### src/rtl/des_key_schedule.sv
// rtl/des_key_schedule.sv - sequential DES round-subkey generator (PC1, C/D rotation, PC2)
module des_key_schedule #(
  parameter bit PARITY_CHECK = 1'b1,
  parameter bit FIXED_ORDER  = 1'b0
) (
  input  logic        clk,
  input  logic        rst,
  input  logic [1:64] key_in,
  input  logic        decrypt,
  input  logic        key_valid,
  output logic        key_ready,
  output logic [1:48] subkey,
  output logic [3:0]  subkey_round,
  output logic        subkey_valid,
  input  logic        subkey_ready,
  output logic        subkey_last,
  output logic        parity_err
);

  localparam int PC1 [0:55] = '{
    57, 49, 41, 33, 25, 17,  9,
     1, 58, 50, 42, 34, 26, 18,
    10,  2, 59, 51, 43, 35, 27,
    19, 11,  3, 60, 52, 44, 36,
    63, 55, 47, 39, 31, 23, 15,
     7, 62, 54, 46, 38, 30, 22,
    14,  6, 61, 53, 45, 37, 29,
    21, 13,  5, 28, 20, 12,  4
  };

  localparam int PC2 [0:47] = '{
    14, 17, 11, 24,  1,  5,
     3, 28, 15,  6, 21, 10,
    23, 19, 12,  4, 26,  8,
    16,  7, 27, 20, 13,  2,
    41, 52, 31, 37, 47, 55,
    30, 40, 51, 45, 33, 48,
    44, 49, 39, 56, 34, 53,
    46, 42, 50, 36, 29, 32
  };

  typedef enum logic {IDLE, RUN} state_t;

  state_t      state, state_next;
  logic        mode;
  logic [1:28] c, d;
  logic [4:0]  count;

  function automatic logic [1:56] apply_pc1(input logic [1:64] k);
    logic [1:56] r;
    for (int i = 0; i < 56; i++) r[i+1] = k[PC1[i]];
    return r;
  endfunction

  function automatic logic [1:48] apply_pc2(input logic [1:56] cd);
    logic [1:48] r;
    for (int i = 0; i < 48; i++) r[i+1] = cd[PC2[i]];
    return r;
  endfunction

  // Schedule entry S[idx] is 1 at rounds 1, 2, 9 and 16, otherwise 2.
  function automatic logic shift_two(input logic [4:0] idx);
    return !(idx == 5'd1 || idx == 5'd2 || idx == 5'd9 || idx == 5'd16);
  endfunction

  function automatic logic [1:28] rotl(input logic [1:28] x, input logic two);
    return two ? {x[3:28], x[1:2]} : {x[2:28], x[1]};
  endfunction

  function automatic logic [1:28] rotr(input logic [1:28] x, input logic two);
    return two ? {x[27:28], x[1:26]} : {x[28], x[1:27]};
  endfunction

  logic [1:56] pc1_key;
  logic        key_fire, sub_fire, mode_in, key_par_bad, step_two;
  logic [4:0]  round_dec, round_enc;

  always_comb begin
    pc1_key     = apply_pc1(key_in);
    key_par_bad = 1'b0;
    for (int b = 0; b < 8; b++)
      if (!(^key_in[8*b+1 +: 8])) key_par_bad = 1'b1;
  end

  assign key_fire = key_valid && key_ready;
  assign sub_fire = subkey_valid && subkey_ready;
  assign mode_in  = decrypt && !FIXED_ORDER;
  // Encrypt steps forward through S; decrypt walks it backwards (S[17-count]).
  assign step_two = mode ? shift_two(5'd17 - count) : shift_two(count + 5'd1);

  always_ff @(posedge clk) begin
    if (rst) begin
      state      <= IDLE;
      mode       <= 1'b0;
      c          <= '0;
      d          <= '0;
      count      <= '0;
      parity_err <= 1'b0;
    end else begin
      state <= state_next;
      if (key_fire) begin
        mode       <= mode_in;
        count      <= 5'd1;
        parity_err <= PARITY_CHECK && key_par_bad;
        if (mode_in) begin
          c <= pc1_key[1:28];
          d <= pc1_key[29:56];
        end else begin
          c <= rotl(pc1_key[1:28], 1'b0);
          d <= rotl(pc1_key[29:56], 1'b0);
        end
      end else if (sub_fire && count != 5'd16) begin
        count <= count + 5'd1;
        c     <= mode ? rotr(c, step_two) : rotl(c, step_two);
        d     <= mode ? rotr(d, step_two) : rotl(d, step_two);
      end
    end
  end

  always_comb begin
    state_next = state;
    case (state)
      IDLE: if (key_fire) state_next = RUN;
      RUN:  if (sub_fire && count == 5'd16) state_next = IDLE;
      default: state_next = IDLE;
    endcase
  end

  assign round_dec = 5'd16 - count;
  assign round_enc = count - 5'd1;

  always_comb begin
    key_ready    = (state == IDLE);
    subkey_valid = (state == RUN);
    subkey       = '0;
    subkey_round = '0;
    subkey_last  = 1'b0;
    if (state == RUN) begin
      subkey       = apply_pc2({c, d});
      subkey_round = mode ? round_dec[3:0] : round_enc[3:0];
      subkey_last  = (count == 5'd16);
    end
  end

endmodule

### config.mk
export PLATFORM = sky130hd
export DESIGN_NAME = des_key_schedule
export DESIGN_NICKNAME = d
export VERILOG_FILES = /design/src/rtl/des_key_schedule.sv
export SDC_FILE = /design/constraint.sdc
export NUM_CORES = 1
export LEC_CHECK = 0
export ABC_AREA = 1
export BUFFER_PORTS_ARGS = -buffer_cell sky130_fd_sc_hd__buf_4
export CORE_UTILIZATION = 45
export CTS_CLUSTER_SIZE = 28
export DETAILED_ROUTE_END_ITERATION = 6
export PLACE_DENSITY = 0.73
export SLEW_MARGIN = 15
export SYNTH_ARGS = -nofsm -noshare
export SYNTH_HDL_FRONTEND = slang
export SYNTH_SLANG_ARGS = --single-unit
### constraint.sdc
create_clock -name clk -period 3.7 [get_ports clk]
set_clock_uncertainty 0.1 [all_clocks]
set_input_delay 0.37 -clock clk [delete_from_list [all_inputs] [get_ports clk]]
set_output_delay 0.37 -clock clk [all_outputs]
set_load 0.02 [all_outputs]
==> metrics.csv <==
stage,metric,value,unit
sta,period utilisation layout,76.8,%
floorplan,die area,15000,um^2
sta,fin crit period,2840,ps
power,P_sw,1.12,mW
power,Pwr Density,370,nW/um^2
setup_path,crit-path max FO,57,
logic_synthesis,post-synthesis sequential area ratio,19.6,%
setup_path,critical path startpoint,count[0],
power,Switching Share,38.8,%
drt,DR DRC count,0,
flow_run,maxcap violations,0,
global_routing,GRT Total Usage,28.6,%
logic_synthesis,synth top area cells,"nand2_1 30%, dfxtp_1 20%, inv_1 10%, nand3_1 9.3%, xnor2_1 6.0%",
global_routing,vias in the first global route,6899,
min_path,hold_sp,rst,
power,maximum vdd drop,0.190,mV
floorplan,IO Count,125,
power,Comb pwr share,37.8,%
logic_synthesis,ys flop type,dfxtp_1,
logic_synthesis,Syn. warnings,0,
cts,CTS Buf Count,9,
floorplan,num rows,43,
sta,relative slew slack,35.3,%
power,Lkg Pwr,4.93,nW
finish,cell area after layout,7810,um^2
logic_synthesis,Mapped Cells,1249,
sta,Final Hold Fails,0,
floorplan,Initial Util,46.7,%
floorplan,Die W,123,um
setup_path,crit path cell chain,ha_1 > xor2_1 > nor2_1 > nand3_2 > buf_4 > nand2_2 > buf_4 > nand2_1 > nand2_1 > nand2_1 > nand3_1 > nand2_1 > inv_1,
drt,vias per cell,5.20,
setup_path,slowest CP cell,buf_4,
logic_synthesis,synthesized area,6550,um^2
finish,Ant. Diodes,0,
sta,Worst-Margin Slew,971,ps
drt,Vias,7846,
setup_path,Crit Path Class,flip-flop to flip-flop,
global_routing,grt total ovfl,0,
setup_path,Worst Path Required,3850,ps
floorplan,Core Region,14000,um^2
cts,hold-fix buffers at CTS,0,
power,Power Internal,1.77,mW
place,Port Buffers,124,
cts,Post-CTS Setup Repair Bufs,0,
setup_path,origin of the critical flop-to-flop path,count[0],
setup_path,Critical Path End Type,flip-flop,
place,area post-placement,7480,um^2
sta,RSZ-0062 raised after global routing,no,
logic_synthesis,"EDFF count, synth",0,
setup_path,startpoint types,flip-flop,
finish,Post-Layout Cell Count,1508,
cts,clock sinks,64,
setup_path,CP most frequent cell,nand2_1,
global_routing,largest net degree at the start of global routing,59,
drt,Routed Antenna Nets,0,
logic_synthesis,average size of a mapped cell,5.25,um^2
floorplan,chip height,123,um
sta,Fmax,0.352,GHz
cts,CTS tree,done,
place,Routability Congestion,0.937,
drt,DRT iter0 DRCs,743,
drt,routed wire length per instance,13.7,um
logic_synthesis,asr flop ratio synth,0,%
logic_synthesis,Synth cell types,26,
sta,post-route setup TNS,0,ps
finish,Area Overhead vs Synth,19.3,%
sta,Slew Limit Fails,0,
outcome,status,"finished, final reports clean",
drt,Pre-Repair DR Iteration Count,5,
cts,Root Buffer,clkbuf_16,
global_routing,first-pass GRT wire length,33800,um
power,Clock power frac,33.1,%
global_routing,initial antenna violation count,0,
place,Post-DP HPWL,14300,um
cts,"CTS clk-pin slew, worst paths",60,ps
sta,final setup fails,0,
logic_synthesis,largest area contributor in the netlist,nand2_1,
setup_path,"Data arrival, critical path",2990,ps
logic_synthesis,Seq cells post-synth,64,
power,sequential group share of total power,29.1,%
cts,CTS Buffer Depth,2,
cts,H-tree levels,3,
finish,fin nets,1398,
cts,Post-CTS Resized,0,
place,Placed Instances,1492,
logic_synthesis,area share of the largest cell type after synthesis,29.7,%
logic_synthesis,Syn Nets,1324,
min_path,worst hold path class,input pin to flip-flop,
sta,setup slack after layout,859,ps
setup_path,CP peak stage delay,550,ps
cts,Worst-Skew Late Latency,340,ps
place,pre-CTS setup slack,932,ps
drt,total wire length,20700,um
finish,layout cells sized above 1,13.7,%
path summary, 6_finish.rpt:
| path | end | slack, ps | cells past startpoint |
|---|---|---|---|
| worst max-delay path | d[3] | 860 | 13 |
| worst min-delay path | count[0] | 120 | 2 |
| worst min register to register | parity_err | 470 | 2 |
| worst max register to register | d[3] | 860 | 13 |
Yosys cell counts (10+ instances only):
| cell type | n |
|---|---|
| nand2_1 | 518 |
| inv_1 | 180 |
| nand3_1 | 122 |
| nor2_1 | 67 |
| a21oi_1 | 66 |
| dfxtp_1 | 64 |
| o21ai_0 | 56 |
| xnor2_1 | 45 |
| clkbuf_1 | 27 |
| buf_2 | 24 |
| o21ai_1 | 13 |
| nand2_2 | 10 |
routing by layer:
layer / up-vias / track usage [%] / wire length [um]
met3: 45 / 4.28 / 1900
met4: 0 / 11.2 / 528
li1: 3949 / - / -
met2: 369 / 46.8 / 9290
met5: - / 0 / 0
met1: 3483 / 37.5 / 8990
per-stage QoR:
| step | hold WS (ps) | power [mW] | util [%] |
|---|---|---|---|
| after floorplan | 339 | 1.63 | - |
| after CTS | 113 | 2.89 | 55.6 |
| after global placement | 454 | 1.92 | 53.3 |
| after detailed placement | 456 | 1.93 | 53.3 |
| after global routing | 138 | 3.07 | 55.6 |
| final | 122 | 2.89 | 55.6 |
logic make-up (layout without fill, tap and decap cells):
kind of cell	Yosys count	in the layout	synth area share (%)
AND/OR/NAND/NOR	725	725	44.9
AO/OA/AOI/OAI	138	138	10.7
XOR/XNOR	54	54	7.22
buffers and inverters	262	341	16.5
flip-flops	64	64	19.6
adder cells (fa/ha/maj)	6	6	1.15
placed cells by master (no fill, tap or decap):
cell type / Yosys / final
xor2_1: 9 / 9
clkbuf_16: 0 / 9
clkinv_1: 1 / 1
xnor2_1: 45 / 45
clkinvlp_4: 0 / 2
o221ai_1: 1 / 1
nand3_1: 122 / 121
a211oi_1: 1 / 1
clkbuf_8: 0 / 1
o21ai_0: 56 / 56
nor2_4: 2 / 4
buf_12: 0 / 2
a31oi_1: 1 / 1
bufinv_16: 0 / 2
nor2_1: 67 / 65
inv_1: 180 / 179
buf_4: 8 / 136
dfxtp_2: 0 / 1
clkinv_4: 0 / 2
dfxtp_1: 64 / 63
nand2_1: 518 / 516
a21oi_1: 66 / 66
nand2_2: 10 / 12
nand3_2: 3 / 4
ha_1: 6 / 6
inv_2: 6 / 7
nand4_1: 3 / 3
o21ai_1: 13 / 13
area by class of cell:
cell class | count | area (um^2)
clock buffer | 10 | 239
clock inverter | 6 | 92.6
fill | 1510 | 6230
inverter | 187 | 702
multi-input combinational | 923 | 4210
sequential | 64 | 1280
tap | 180 | 225
timing repair buffer | 138 | 1060
state kept, by name (all words and copies together), names as in the netlist:
signal        cells
count             5
parity_err        1
subkey_valid      1
c                28
d                28
mode              1
critical path, delay by kind of cell, from the launching register on:
family,cells,cell delay [ps]
buf+inv,3,870
flops,1,540
fa+ha+maj,1,330
simple gates,8,690
xor+xnor,1,210
power by group through the flow:
stage | Clock, mW | Sequential, mW | Combinational, mW
CTS | 0.967 | 0.840 | 1.08
floorplan | 0 | 0.828 | 0.800
global route | 0.993 | 0.853 | 1.22
detailed placement | 0 | 0.854 | 1.08
global placement | 0 | 0.856 | 1.07
finish | 0.957 | 0.841 | 1.09
Power figures use the tool's default switching activity.
